===== config.mk =====
export PLATFORM = sky130hd
export DESIGN_NAME = load_store_unit
export DESIGN_NICKNAME = d
export VERILOG_FILES = /design/src/rtl/lsu_pkg.sv /design/src/rtl/lsu_align.sv /design/src/rtl/load_store_unit.sv
export SDC_FILE = /design/constraint.sdc
export NUM_CORES = 1
export LEC_CHECK = 0
export CORE_MARGIN = 1.5
export CORE_UTILIZATION = 40
export CTS_CLUSTER_SIZE = 40
export DETAILED_ROUTE_END_ITERATION = 10
export GPL_ROUTABILITY_DRIVEN = 1
export PLACE_DENSITY = 0.74
export SYNTH_ARGS = -nofsm -noshare
export SYNTH_HDL_FRONTEND = slang
export SYNTH_SLANG_ARGS = --single-unit

===== constraint.sdc =====
create_clock -name clk -period 2.3 [get_ports clk]
set_input_delay 0.46 -clock clk [delete_from_list [all_inputs] [get_ports clk]]
set_output_delay 0.46 -clock clk [all_outputs]
set_load 0.02 [all_outputs]

===== src/rtl/lsu_pkg.sv =====
// Shared definitions for the load/store unit.
//  - Size codes carried on req_size.
//  - FSM state encoding.
//  - Latched request record.
//  - Request legality check: misalignment, out-of-range address, illegal size.
package lsu_pkg;

  localparam logic [2:0] SZ_B  = 3'b000;
  localparam logic [2:0] SZ_H  = 3'b001;
  localparam logic [2:0] SZ_W  = 3'b010;
  localparam logic [2:0] SZ_BU = 3'b100;
  localparam logic [2:0] SZ_HU = 3'b101;

  typedef enum logic [1:0] {
    ST_IDLE,
    ST_RD,
    ST_WR,
    ST_RESP
  } lsu_state_e;

  typedef struct packed {
    logic        store;
    logic [2:0]  size;
    logic [31:0] addr;
    logic [31:0] wdata;
    logic        err;
  } lsu_req_t;

  // Returns 1 when the request must be answered with resp_err and no memory access.
  function automatic logic req_is_bad(input logic        store,
                                      input logic [2:0]  size,
                                      input logic [31:0] addr,
                                      input logic [31:0] limit);
    logic bad;
    bad = 1'b0;
    case (size)
      SZ_B, SZ_BU:  bad = 1'b0;
      SZ_H, SZ_HU:  bad = addr[0];
      SZ_W:         bad = |addr[1:0];
      default:      bad = 1'b1;
    endcase
    // Unsigned variants only make sense for loads.
    if (store && (size == SZ_BU || size == SZ_HU)) bad = 1'b1;
    if (addr >= limit) bad = 1'b1;
    return bad;
  endfunction

endpackage


===== src/rtl/lsu_align.sv =====
// Lane alignment for the load/store unit (purely combinational).
//  size_i   : request size code
//  off_i    : byte offset within the word (addr[1:0])
//  rdata_i  : word read from memory
//  wdata_i  : store data from the core (low 8/16/32 bits used)
//  load_o   : extracted and sign/zero-extended load result
//  merge_o  : rdata_i with only the addressed lane replaced by store data
module lsu_align
  import lsu_pkg::*;
(
  input  logic [2:0]  size_i,
  input  logic [1:0]  off_i,
  input  logic [31:0] rdata_i,
  input  logic [31:0] wdata_i,
  output logic [31:0] load_o,
  output logic [31:0] merge_o
);

  logic [7:0]  byte_sel;
  logic [15:0] half_sel;
  logic [3:0]  byte_en;
  logic [31:0] lane_data;

  always_comb begin
    byte_sel = rdata_i[{off_i, 3'b000} +: 8];
    half_sel = off_i[1] ? rdata_i[31:16] : rdata_i[15:0];

    case (size_i)
      SZ_B:    load_o = {{24{byte_sel[7]}}, byte_sel};
      SZ_BU:   load_o = {24'h0, byte_sel};
      SZ_H:    load_o = {{16{half_sel[15]}}, half_sel};
      SZ_HU:   load_o = {16'h0, half_sel};
      default: load_o = rdata_i;
    endcase
  end

  // Store data is replicated across all lanes; the byte enables pick which lanes land.
  always_comb begin
    case (size_i)
      SZ_B, SZ_BU: begin
        byte_en   = 4'b0001 << off_i;
        lane_data = {4{wdata_i[7:0]}};
      end
      SZ_H, SZ_HU: begin
        byte_en   = off_i[1] ? 4'b1100 : 4'b0011;
        lane_data = {2{wdata_i[15:0]}};
      end
      default: begin
        byte_en   = 4'b1111;
        lane_data = wdata_i;
      end
    endcase
  end

  genvar gi;
  generate
    for (gi = 0; gi < 4; gi++) begin : g_lane
      assign merge_o[gi*8 +: 8] = byte_en[gi] ? lane_data[gi*8 +: 8] : rdata_i[gi*8 +: 8];
    end
  endgenerate

endmodule


===== src/rtl/load_store_unit.sv =====
// Load/store unit: initiator side of the word-indexed data-memory port.
// Accepts one request at a time over req_valid/req_ready, performs the access
// (read-modify-write for sub-word stores) and returns one response held until
// resp_ready.
//  clk, rst_n                  : clock, synchronous active-low reset
//  req_valid/ready/store/size/addr/wdata : request channel from the core
//  resp_valid/ready/rdata/err  : response channel to the core
//  mem_addr/wdata/read/write   : memory port (combinational read, write on clock edge)
//  mem_rdata                   : memory read data
module load_store_unit
  import lsu_pkg::*;
#(
  parameter int DEPTH = 64,
  parameter int IDX_W = 6
) (
  input  logic             clk,
  input  logic             rst_n,
  input  logic             req_valid,
  output logic             req_ready,
  input  logic             req_store,
  input  logic [2:0]       req_size,
  input  logic [31:0]      req_addr,
  input  logic [31:0]      req_wdata,
  output logic             resp_valid,
  input  logic             resp_ready,
  output logic [31:0]      resp_rdata,
  output logic             resp_err,
  output logic [IDX_W-1:0] mem_addr,
  output logic [31:0]      mem_wdata,
  output logic             mem_read,
  output logic             mem_write,
  input  logic [31:0]      mem_rdata
);

  localparam logic [31:0] ADDR_LIMIT = 32'(DEPTH * 4);

  lsu_state_e  state_q, state_d;
  lsu_req_t    req_q;
  logic [31:0] rdata_q;
  logic        accept;
  logic        req_bad;
  logic [31:0] load_data;
  logic [31:0] merge_data;
  logic [31:0] wr_word;
  logic        unused_addr_hi;

  assign req_bad = req_is_bad(req_store, req_size, req_addr, ADDR_LIMIT);
  assign accept  = rst_n && (state_q == ST_IDLE) && req_valid;

  always_ff @(posedge clk) begin
    if (!rst_n) begin
      state_q <= ST_IDLE;
      req_q   <= '0;
      rdata_q <= '0;
    end else begin
      state_q <= state_d;
      if (accept) begin
        req_q <= '{store: req_store, size: req_size, addr: req_addr,
                   wdata: req_wdata, err: req_bad};
      end
      if (state_q == ST_RD) rdata_q <= mem_rdata;
    end
  end

  always_comb begin
    state_d = state_q;
    case (state_q)
      ST_IDLE: begin
        if (req_valid) begin
          if (req_bad)                    state_d = ST_RESP;
          else if (!req_store)            state_d = ST_RD;
          else if (req_size == SZ_W)      state_d = ST_WR;
          else                            state_d = ST_RD;  // sub-word store reads first
        end
      end
      ST_RD:   state_d = req_q.store ? ST_WR : ST_RESP;
      ST_WR:   state_d = ST_RESP;
      ST_RESP: if (resp_ready) state_d = ST_IDLE;
      default: state_d = ST_IDLE;
    endcase
  end

  lsu_align u_align (
    .size_i  (req_q.size),
    .off_i   (req_q.addr[1:0]),
    .rdata_i (rdata_q),
    .wdata_i (req_q.wdata),
    .load_o  (load_data),
    .merge_o (merge_data)
  );

  assign wr_word = (req_q.size == SZ_W) ? req_q.wdata : merge_data;

  // Every output is qualified by rst_n so a reset cycle shows all-zero outputs
  // and, in particular, a reset coinciding with WR commits nothing.
  always_comb begin
    req_ready  = rst_n && (state_q == ST_IDLE);
    mem_read   = rst_n && (state_q == ST_RD);
    mem_write  = rst_n && (state_q == ST_WR);
    mem_addr   = (mem_read || mem_write) ? req_q.addr[IDX_W+1:2] : '0;
    mem_wdata  = mem_write ? wr_word : '0;
    resp_valid = rst_n && (state_q == ST_RESP);
    resp_err   = resp_valid && req_q.err;
    resp_rdata = (resp_valid && !req_q.err && !req_q.store) ? load_data : '0;
  end

  assign unused_addr_hi = ^req_q.addr[31:IDX_W+2];

endmodule


==> results of run 1 <==
-- layer usage --
metal,track usage (%),wire length (um),vias up
li1,-,-,2592
met1,36.87,7914,2500
met2,46.50,8455,263
met3,6.124,1366,46
met4,10.72,664,0
met5,0,0,-
-- worst paths after layout --
| kind | startpoint | slack [ps] | endpoint | cells past startpoint |
|---|---|---|---|---|
| worst max register to register | state_q[1]$_SDFFE_PN0P_ | 440 | state_q[0]$_SDFFE_PN0P_ | 8 |
| worst max-delay path | req_q[33]$_SDFFE_PN0P_ | -10 | resp_rdata[4] | 7 |
| worst min-delay path | req_q[38]$_SDFFE_PN0P_ | 460 | req_q[38]$_SDFFE_PN0P_ | 2 |
| worst min register to register | req_q[38]$_SDFFE_PN0P_ | 460 | req_q[38]$_SDFFE_PN0P_ | 2 |
-- per-stage QoR --
| stage | instances | TNS (ps) |
|---|---|---|
| finish | 980 | -13.16 |
| global route | 980 | -868.7 |
| CTS | 973 | -222.7 |
| detailed placement | 955 | -12730 |
| global placement | 955 | -10200 |
| floorplan | 602 | 0 |
-- logic make-up (layout without fill, tap and decap cells) --
kind of cell / Yosys count / in the layout / synth area share (%)
compound gates: 175 / 175 / 24.27
fa+ha+maj: 5 / 5 / 1.337
buf+inv: 65 / 300 / 6.281
flops: 79 / 79 / 33.79
mux: 54 / 54 / 11.92
simple gates: 224 / 224 / 22.40
-- power breakdown --
part | internal [mW] | switching [mW]
registers | 1.69 | 0.355
logic | 1.53 | 1.72
clock network | 0.841 | 0.579
total | 4.06 | 2.66
-- placed cells by master, fill, tap and decap left out, drive strengths merged, types with 2 or more instances in the layout --
| master | Yosys | routed |
|---|---|---|
| a211oi | 6 | 6 |
| a21oi | 29 | 29 |
| a221oi | 9 | 9 |
| a22oi | 7 | 7 |
| a311oi | 3 | 3 |
| a31oi | 2 | 2 |
| a32o | 5 | 5 |
| and2 | 2 | 2 |
| and3 | 4 | 4 |
| buf | 20 | 154 |
| clkbuf | 28 | 16 |
| clkdlybuf4s50 | 0 | 104 |
| clkinv | 0 | 2 |
| clkinvlp | 0 | 3 |
| dfxtp | 79 | 79 |
| dlygate4sd2 | 0 | 3 |
| ha | 5 | 5 |
| inv | 17 | 17 |
| mux2i | 52 | 52 |
| nand2 | 119 | 119 |
| nand2b | 2 | 2 |
| nand3 | 4 | 4 |
| nand4 | 2 | 2 |
| nor2 | 33 | 33 |
| nor2b | 40 | 40 |
| nor3 | 6 | 6 |
| nor4 | 6 | 6 |
| o21ai | 76 | 76 |
| o221ai | 9 | 9 |
| o22a | 8 | 8 |
| o22ai | 14 | 14 |
-- cell type report --
cell class	instances	share of cell area (%)
well taps	143	2.355
multi-input cells	458	40.98
clock inverters	5	0.7739
repair buffers	266	30.74
clock buffers	11	3.063
inverters	17	0.9056
repair inverters	1	0.09880
flip-flops and latches	79	21.08
-- worst max-delay path: cells and delay by family, from the launching register on --
kind	cells	cell delay (ps)
AO/OA/AOI/OAI	2	390
multiplexers	1	200
flip-flops	1	370
buffers and inverters	3	390
AND/OR/NAND/NOR	1	160
-- flip-flops by register name (all words and copies together) (netlist names) --
| register | count |
|---|---|
| state_q | 2 |
| req_q | 45 |
| rdata_q | 32 |
-- repair_timing --
| item | in CTS | in global routing |
|---|---|---|
| setup buffers | 2 | 4 |
| pin swaps | 3 | 13 |
| cloned | 0 | 3 |
| endpoints found under the setup margin | 73 | 67 |
| resized for setup | 340 | 90 |
==> impl_metrics.env, run 1 <==
export IMPL_synth_edf_count=0
export IMPL_via_count=5401
export IMPL_synth_top_area_cell="dfxtp_1"
export IMPL_avgSynthCellArea_um2=7.775
export IMPL_clk_latency_ps=340
export IMPL_start_util_pct=40.99
export IMPL_grt_pass1_vias=5159
export IMPL_fin_crit_sh_pct=100.6
export IMPL_cts_buffers=9
export IMPL_grt_usage_pct=28.49
export IMPL_stdcell_area_um2=7599
export IMPL_grt_max_degree=59
export IMPL_die_x_um=111.2
export IMPL_rsz0062_at_grt="true"
export IMPL_pin_count=179
export IMPL_grt_pass1_wl_um=27860
export IMPL_setup_slack_ps=-13.16
export IMPL_setup_violations=1
export IMPL_antenna_found_initial=0
export IMPL_grt_overflow=0
export IMPL_violations="setup timing"
export IMPL_path_clk_slew_ps=60
export IMPL_antenna_left=0
export IMPL_placed_cell_area_um2=7098
export IMPL_postRouteWirelength_um=18400
export IMPL_path_common_cell="buf_6"
export IMPL_drv_cap=0
export IMPL_cts_hold_buf=0
export IMPL_synth_seq_cells=79
export IMPL_whs_ps=458.4
export IMPL_cts_tree="done"
export IMPL_multiInputGateArea_um2=3114
export IMPL_critical_path_class="reg -> out"
export IMPL_drtIter0Drc=355
export IMPL_peakVddDrop_v=0.0004285
export IMPL_cts_sinks=79
export IMPL_via_per_inst=5.511
export IMPL_yosysWarnings=0
export IMPL_htree_levels=3
export IMPL_synth_area_top_cells="dfxtp_1 34%, mux2i_1 11%, nand2_1 9.5%"
export IMPL_path_cells="buf_6 -> and2b_1 -> buf_12 -> mux2i_1 -> o22ai_1 -> a32o_2 -> buf_6"
export IMPL_crit_required_ps=1840
export IMPL_core_area_um2=11420
export IMPL_post_drt_wl_per_cell_um=18.78
export IMPL_netlist_area_um2=4681
export IMPL_run_status="finished with violations"
export IMPL_min_period_ps=2313
export IMPL_drive_gt1_share_pct=29.99
export IMPL_fin_util_pct=66.55
export IMPL_tightestPinTransition_ps=595.7
export IMPL_yosysUniqueCellTypes=56
export IMPL_dieArea_um2=12360
export IMPL_chipHeight_um=111.2
export IMPL_route_detailed_drc=0
export IMPL_dp_hpwl_um=13740
export IMPL_crit_fanout=7
export IMPL_crit_path_max_incr_delay_ps=370
export IMPL_synthCells=602
export IMPL_synth_common_cells="118 x nand2_1, 79 x dfxtp_1, 74 x o21ai_0"
export IMPL_place_ws_ps=-292.3
export IMPL_synth_ff_type="dfxtp_1"
export IMPL_fillers=972
export IMPL_ys_seq_area_share_pct=33.79
export IMPL_power_density_nw_per_um2=883.8
export IMPL_diodes=0
export IMPL_cp_arrival_ps=1850
export IMPL_place_gp_congestion=0.9186
export IMPL_slew_headroom_pct=60.29
export IMPL_end_kind="primary output"
export IMPL_synth_most_common_cell="nand2_1"
export IMPL_synth_top_cell_area_share_pct=33.79
export IMPL_cts_path_max_buffers=2
export IMPL_cp_slowest_cell="dfxtp_4"
export IMPL_start_kind="register"
export IMPL_root_buffer="clkbuf_16"
export IMPL_final_nets=941
export IMPL_synth_nets=711
export IMPL_ys_async_sr_fraction_pct=0
export IMPL_fin_skew_ps=4.489
export IMPL_port_buffers=178
export IMPL_slew_viol_final=0
export IMPL_power_mw=6.716
export IMPL_hold_viol_final=0
export IMPL_clock_fmax_mhz=432.3
export IMPL_hold_path_class="reg -> reg"
export IMPL_drt_pass1_iter_count=5
export IMPL_areaGrowthSynthToFinish_pct=62.34
export IMPL_rows=39
export IMPL_seqCellArea_um2=1602
export IMPL_p_leak_nw=2.935
Power figures use the tool's default switching activity.
==> run 2, diff against run 1 <==
CORE_UTILIZATION = 45   (was 40)
PLACE_DENSITY = 0.82   (was 0.74)
==> impl_metrics.env, run 2 (same netlist as run 1, synthesis figures left out) <==
export IMPL_slew_viol_final=0
export IMPL_htree_levels=3
export IMPL_cts_buffers=9
export IMPL_hold_viol_final=0
export IMPL_place_gp_congestion=0.9475
export IMPL_largestRegisters="req_q x45, rdata_q x32, state_q x2"
export IMPL_fin_crit_sh_pct=107.2
export IMPL_final_nets=970
export IMPL_crit_fanout=8
export IMPL_pin_count=179
export IMPL_stdcell_area_um2=8419
export IMPL_fin_skew_ps=13.19
export IMPL_power_density_nw_per_um2=849.5
export IMPL_clk_latency_ps=380
export IMPL_grt_max_degree=91
export IMPL_placed_cell_area_um2=7082
export IMPL_cp_arrival_ps=2010
export IMPL_clock_fmax_mhz=405.5
export IMPL_violations="setup timing"
export IMPL_postRouteWirelength_um=20380
export IMPL_drive_gt1_share_pct=39.15
export IMPL_grt_usage_pct=33.62
export IMPL_chipHeight_um=105.0
export IMPL_critical_path_class="reg -> out"
export IMPL_slew_headroom_pct=60.24
export IMPL_dp_cells=947
export IMPL_dp_hpwl_um=13890
export IMPL_root_buffer="clkbuf_8"
export IMPL_dieArea_um2=11020
export IMPL_fillers=603
export IMPL_cts_hold_buf=0
export IMPL_cts_sinks=79
export IMPL_port_buffers=178
export IMPL_largest_register_ffs=45
export IMPL_die_x_um=105.0
export IMPL_grt_pass1_wl_um=28460
export IMPL_antenna_found_initial=0
export IMPL_drv_cap=0
export IMPL_core_area_um2=10180
export IMPL_hold_path_class="reg -> reg"
export IMPL_drt_pass1_iter_count=5
export IMPL_diodes=0
export IMPL_p_leak_nw=3.219
export IMPL_min_period_ps=2466
export IMPL_path_clk_slew_ps=90
export IMPL_top_register="req_q"
export IMPL_areaGrowthSynthToFinish_pct=79.87
export IMPL_post_drt_wl_per_cell_um=20.34
export IMPL_via_count=5743
export IMPL_route_detailed_drc=0
export IMPL_crit_required_ps=1840
export IMPL_cts_tree="done"
export IMPL_run_status="finished with violations"
export IMPL_stdcell_count=1002
export IMPL_rsz0062_at_grt="true"
export IMPL_start_kind="register"
export IMPL_peakVddDrop_v=0.0004422
export IMPL_final_cell_mix="103 x nand2_1, 103 x clkdlybuf4s50_1, 98 x buf_4, 73 x dfxtp_1, 66 x o21ai_0"
export IMPL_setup_violations=46
export IMPL_grt_overflow=0
export IMPL_fin_util_pct=82.67
export IMPL_cts_path_max_buffers=2
export IMPL_antenna_left=0
export IMPL_drtIter0Drc=493
export IMPL_grt_pass1_vias=5292
export IMPL_start_util_pct=45.96
export IMPL_via_per_inst=5.732
export IMPL_rows=37
export IMPL_end_kind="primary output"
export IMPL_tightestPinTransition_ps=596.4
export IMPL_setup_slack_ps=-166.0
export IMPL_power_mw=7.152
[run 2: routing by layer]
metal  vias up  global-route usage, %  share of wire (%)  routed length (um)
li1       2656                      -                  -                   -
met1      2725                  42.87                 40                8227
met2       301                  57.56                 49                9944
met3        61                  4.741                7.0                1422
met4         0                  12.23                3.8                 784
met5         -                      0                  0                   0
[run 2: cell type report]
| class | instances | area (um2) | share of cell area [%] |
|---|---|---|---|
| multi-input combinational | 458 | 3538 | 42.03 |
| timing repair buffer | 295 | 2833 | 33.65 |
| sequential | 79 | 1604 | 19.05 |
| tap | 136 | 170.2 | 2.021 |
| clock buffer | 11 | 151.4 | 1.798 |
| inverter | 17 | 73.82 | 0.8768 |
| clock inverter | 5 | 41.29 | 0.4904 |
| timing repair inverter | 1 | 7.507 | 0.08917 |
[run 2: what timing repair did]
item,CTS,global route
gates resized for setup,386,231
endpoints found under the setup margin,74,68
gates cloned,3,4
setup buffers,12,23
pin swaps,7,46
[run 2: through the flow]
step	hold WS [ps]	worst slack (ps)	TNS [ps]
final	460.2	-166.0	-3752
after global routing	471.9	-192.9	-5756
after CTS	461.4	-228.0	-3852
after detailed placement	447.6	-389.0	-17070
after global placement	442.8	-372.3	-16620
after floorplan	431.4	56.69	0
[run 2: path summary, 6_finish.rpt]
path	start	to	slack (ps)	cells after the start
hold reg to reg	req_q[37]$_SDFFE_PN0P_	req_q[37]$_SDFFE_PN0P_	460	2
setup / recovery	req_q[34]$_SDFFE_PN0P_	resp_rdata[31]	-170	7
setup reg to reg	state_q[1]$_SDFFE_PN0P_	state_q[0]$_SDFFE_PN0P_	430	8
hold / removal	req_q[37]$_SDFFE_PN0P_	req_q[37]$_SDFFE_PN0P_	460	2
[run 2: power by group]
part	total [mW]	switching [mW]	leakage, nW	internal (mW)
clock	1.03	0.570	0.0922	0.458
sequential	2.08	0.390	0.651	1.69
combinational	4.05	2.16	2.48	1.89
total	7.15	3.12	3.22	4.03
[run 2: critical path, cell delays in order (launching register included)]
cell and delay [ps]:
dfxtp_4 420, mux2i_4 320, buf_6 150, nand2_4 50, a31oi_4 270, buf_12 200, nor2_1 60, buf_4 160
==> run 3, diff against run 2 <==
CELL_PAD_IN_SITES_DETAIL_PLACEMENT = 2   (was not set)
CELL_PAD_IN_SITES_GLOBAL_PLACEMENT = 2   (was not set)
CORE_UTILIZATION = 24   (was 45)
PLACE_DENSITY = not set   (was 0.82)
PLACE_DENSITY_LB_ADDON = 0.1   (was not set)
TNS_END_PERCENT = 100   (was not set)
==> impl_metrics.env, run 3 (same netlist as run 1, synthesis figures left out) <==
export IMPL_layout_commonest_cell="buf_4"
export IMPL_cts_sinks=79
export IMPL_grt_overflow=0
export IMPL_rows=50
export IMPL_critical_path_class="reg -> out"
export IMPL_postRouteWirelength_um=25580
export IMPL_power_frac_seq_pct=26.0
export IMPL_route_met2_wl_um=13020
export IMPL_drtIter0Drc=180
export IMPL_path_clk_slew_ps=70
export IMPL_antenna_found_initial=0
export IMPL_core_area_um2=18890
export IMPL_chipHeight_um=142.7
export IMPL_hold_path_class="reg -> reg"
export IMPL_cp_arrival_ps=2040
export IMPL_fin_util_pct=46.94
export IMPL_crit_path_end="resp_rdata[15]"
export IMPL_run_status="finished with violations"
export IMPL_rsz0062_at_grt="true"
export IMPL_grt_pass1_wl_um=37290
export IMPL_violations="setup timing"
export IMPL_diodes=0
export IMPL_end_kind="primary output"
export IMPL_via_count=5745
export IMPL_final_cell_mix="134 x buf_4, 114 x nand2_1, 104 x clkdlybuf4s50_1, 73 x dfxtp_1, 60 x o21ai_0"
export IMPL_p_leak_nw=3.319
export IMPL_setup_slack_ps=-197.0
export IMPL_port_buffers=178
export IMPL_met1_length_um=10870
export IMPL_r2r_start="state_q[1]$_SDFFE_PN0P_"
export IMPL_post_drt_wl_per_cell_um=22.31
export IMPL_final_nets=991
export IMPL_dieArea_um2=20350
export IMPL_clk_latency_ps=360
export IMPL_rr_worst_depth=8
export IMPL_fin_crit_sh_pct=108.6
export IMPL_topRoutingLayerUsed="met4"
export IMPL_top_register="req_q"
export IMPL_slew_headroom_pct=55.64
export IMPL_min_period_ps=2497
export IMPL_drv_cap=0
export IMPL_cts_buffers=9
export IMPL_tightestPinTransition_ps=665.4
export IMPL_htree_levels=3
export IMPL_fin_skew_ps=6.398
export IMPL_grt_pass1_vias=6392
export IMPL_r2r_end="state_q[0]$_SDFFE_PN0P_"
export IMPL_cts_path_max_buffers=2
export IMPL_clkPwrFrac_pct=18.8
export IMPL_start_util_pct=24.77
export IMPL_setup_violations=54
export IMPL_p_switching_mw=3.430
export IMPL_hold_viol_final=0
export IMPL_via_per_inst=5.009
export IMPL_crit_required_ps=1840
export IMPL_setup_tns_final_ps=-4327
export IMPL_cts_hold_buf=0
export IMPL_switching_share_pct=43.40
export IMPL_place_gp_congestion=0.8394
export IMPL_largest_register_ffs=45
export IMPL_root_buffer="clkbuf_16"
export IMPL_combPwrFrac_pct=55.2
export IMPL_drive_gt1_share_pct=40.02
export IMPL_dp_hpwl_um=18620
export IMPL_power_density_nw_per_um2=891.3
export IMPL_peakVddDrop_v=0.0004303
export IMPL_clock_fmax_mhz=400.5
export IMPL_largestRegisters="req_q x45, rdata_q x32, state_q x2"
export IMPL_start_kind="register"
export IMPL_route_detailed_drc=0
export IMPL_regToRegSetupSlack_ps=240
export IMPL_antenna_left=0
export IMPL_power_mw=7.904
export IMPL_crit_fanout=6
export IMPL_p_int_mw=4.474
export IMPL_areaGrowthSynthToFinish_pct=89.47
export IMPL_crit_start="req_q[34]$_SDFFE_PN0P_"
export IMPL_drt_pass1_iter_count=4
export IMPL_grt_max_degree=91
export IMPL_wl_met3_um=1104
export IMPL_cts_tree="done"
export IMPL_grt_usage_pct=24.59
export IMPL_slew_viol_final=0
export IMPL_die_x_um=142.7
export IMPL_pin_count=179
[run 3: per-stage QoR]
stage                     instances  hold slack (ps)  worst slack, ps  instance area [um2]
after floorplan                 602            431.4            56.69                 4681
after global placement         1102            439.7           -391.2                 7482
after detailed placement       1102            457.8           -432.2                 7482
after CTS                      1134            469.3           -178.1                 8478
after global routing           1147            505.9           -233.9                 8869
final                          1147            472.8           -197.0                 8869
[run 3: worst max-delay path: stages, from the launching register on]
cell	delay (ps)
dfxtp_4	380
buf_6	130
mux2i_4	180
mux2_4	290
nand3b_4	230
a221oi_4	300
buf_6	160
[run 3: worst min path at each step]
stage                                       from                     end  slack [ps]  depth (start not counted)
after floorplan           req_q[35]$_SDFFE_PN0P_  req_q[35]$_SDFFE_PN0P_         430                          2
final                     req_q[23]$_SDFFE_PN0P_  req_q[23]$_SDFFE_PN0P_         470                          2
after detailed placement  req_q[35]$_SDFFE_PN0P_  req_q[35]$_SDFFE_PN0P_         460                          2
after global routing      req_q[23]$_SDFFE_PN0P_  req_q[23]$_SDFFE_PN0P_         510                          2
after CTS                 req_q[35]$_SDFFE_PN0P_  req_q[35]$_SDFFE_PN0P_         470                          2
after global placement    req_q[36]$_SDFFE_PN0P_  req_q[36]$_SDFFE_PN0P_         440                          2
[run 3: power by group through the flow]
stage | Sequential, mW | Clock, mW | Combinational, mW
floorplan | 1.90 | 0 | 1.67
global placement | 1.99 | 0 | 3.23
detailed placement | 2.01 | 0 | 3.34
CTS | 2.03 | 1.51 | 4.07
global route | 2.09 | 1.56 | 4.64
finish | 2.06 | 1.48 | 4.37
[run 3: area by class of cell]
type                            count  area, um2
Inverter                           17      78.83
Fill cell                        2061      10020
Clock inverter                      7      73.82
Timing Repair Buffer              316       2977
Tap cell                          260      325.3
Clock buffer                        9      225.2
Multi-Input combinational cell    458       3578
Sequential cell                    79       1604
Timing Repair inverter              1      6.256
[run 3: what timing repair did]
action | 4_1_cts | 5_1_grt
resized for setup | 523 | 84
setup endpoints to repair | 73 | 63
pin swaps | 29 | 25
setup buffers | 17 | 16
cloned | 1 | 1
[run 3: routing by layer]
metal / track usage [%] / vias to the layer above
li1: - / 2692
met5: 0 / -
met3: 4.393 / 30
met4: 7.651 / 0
met2: 44.00 / 161
met1: 29.77 / 2862
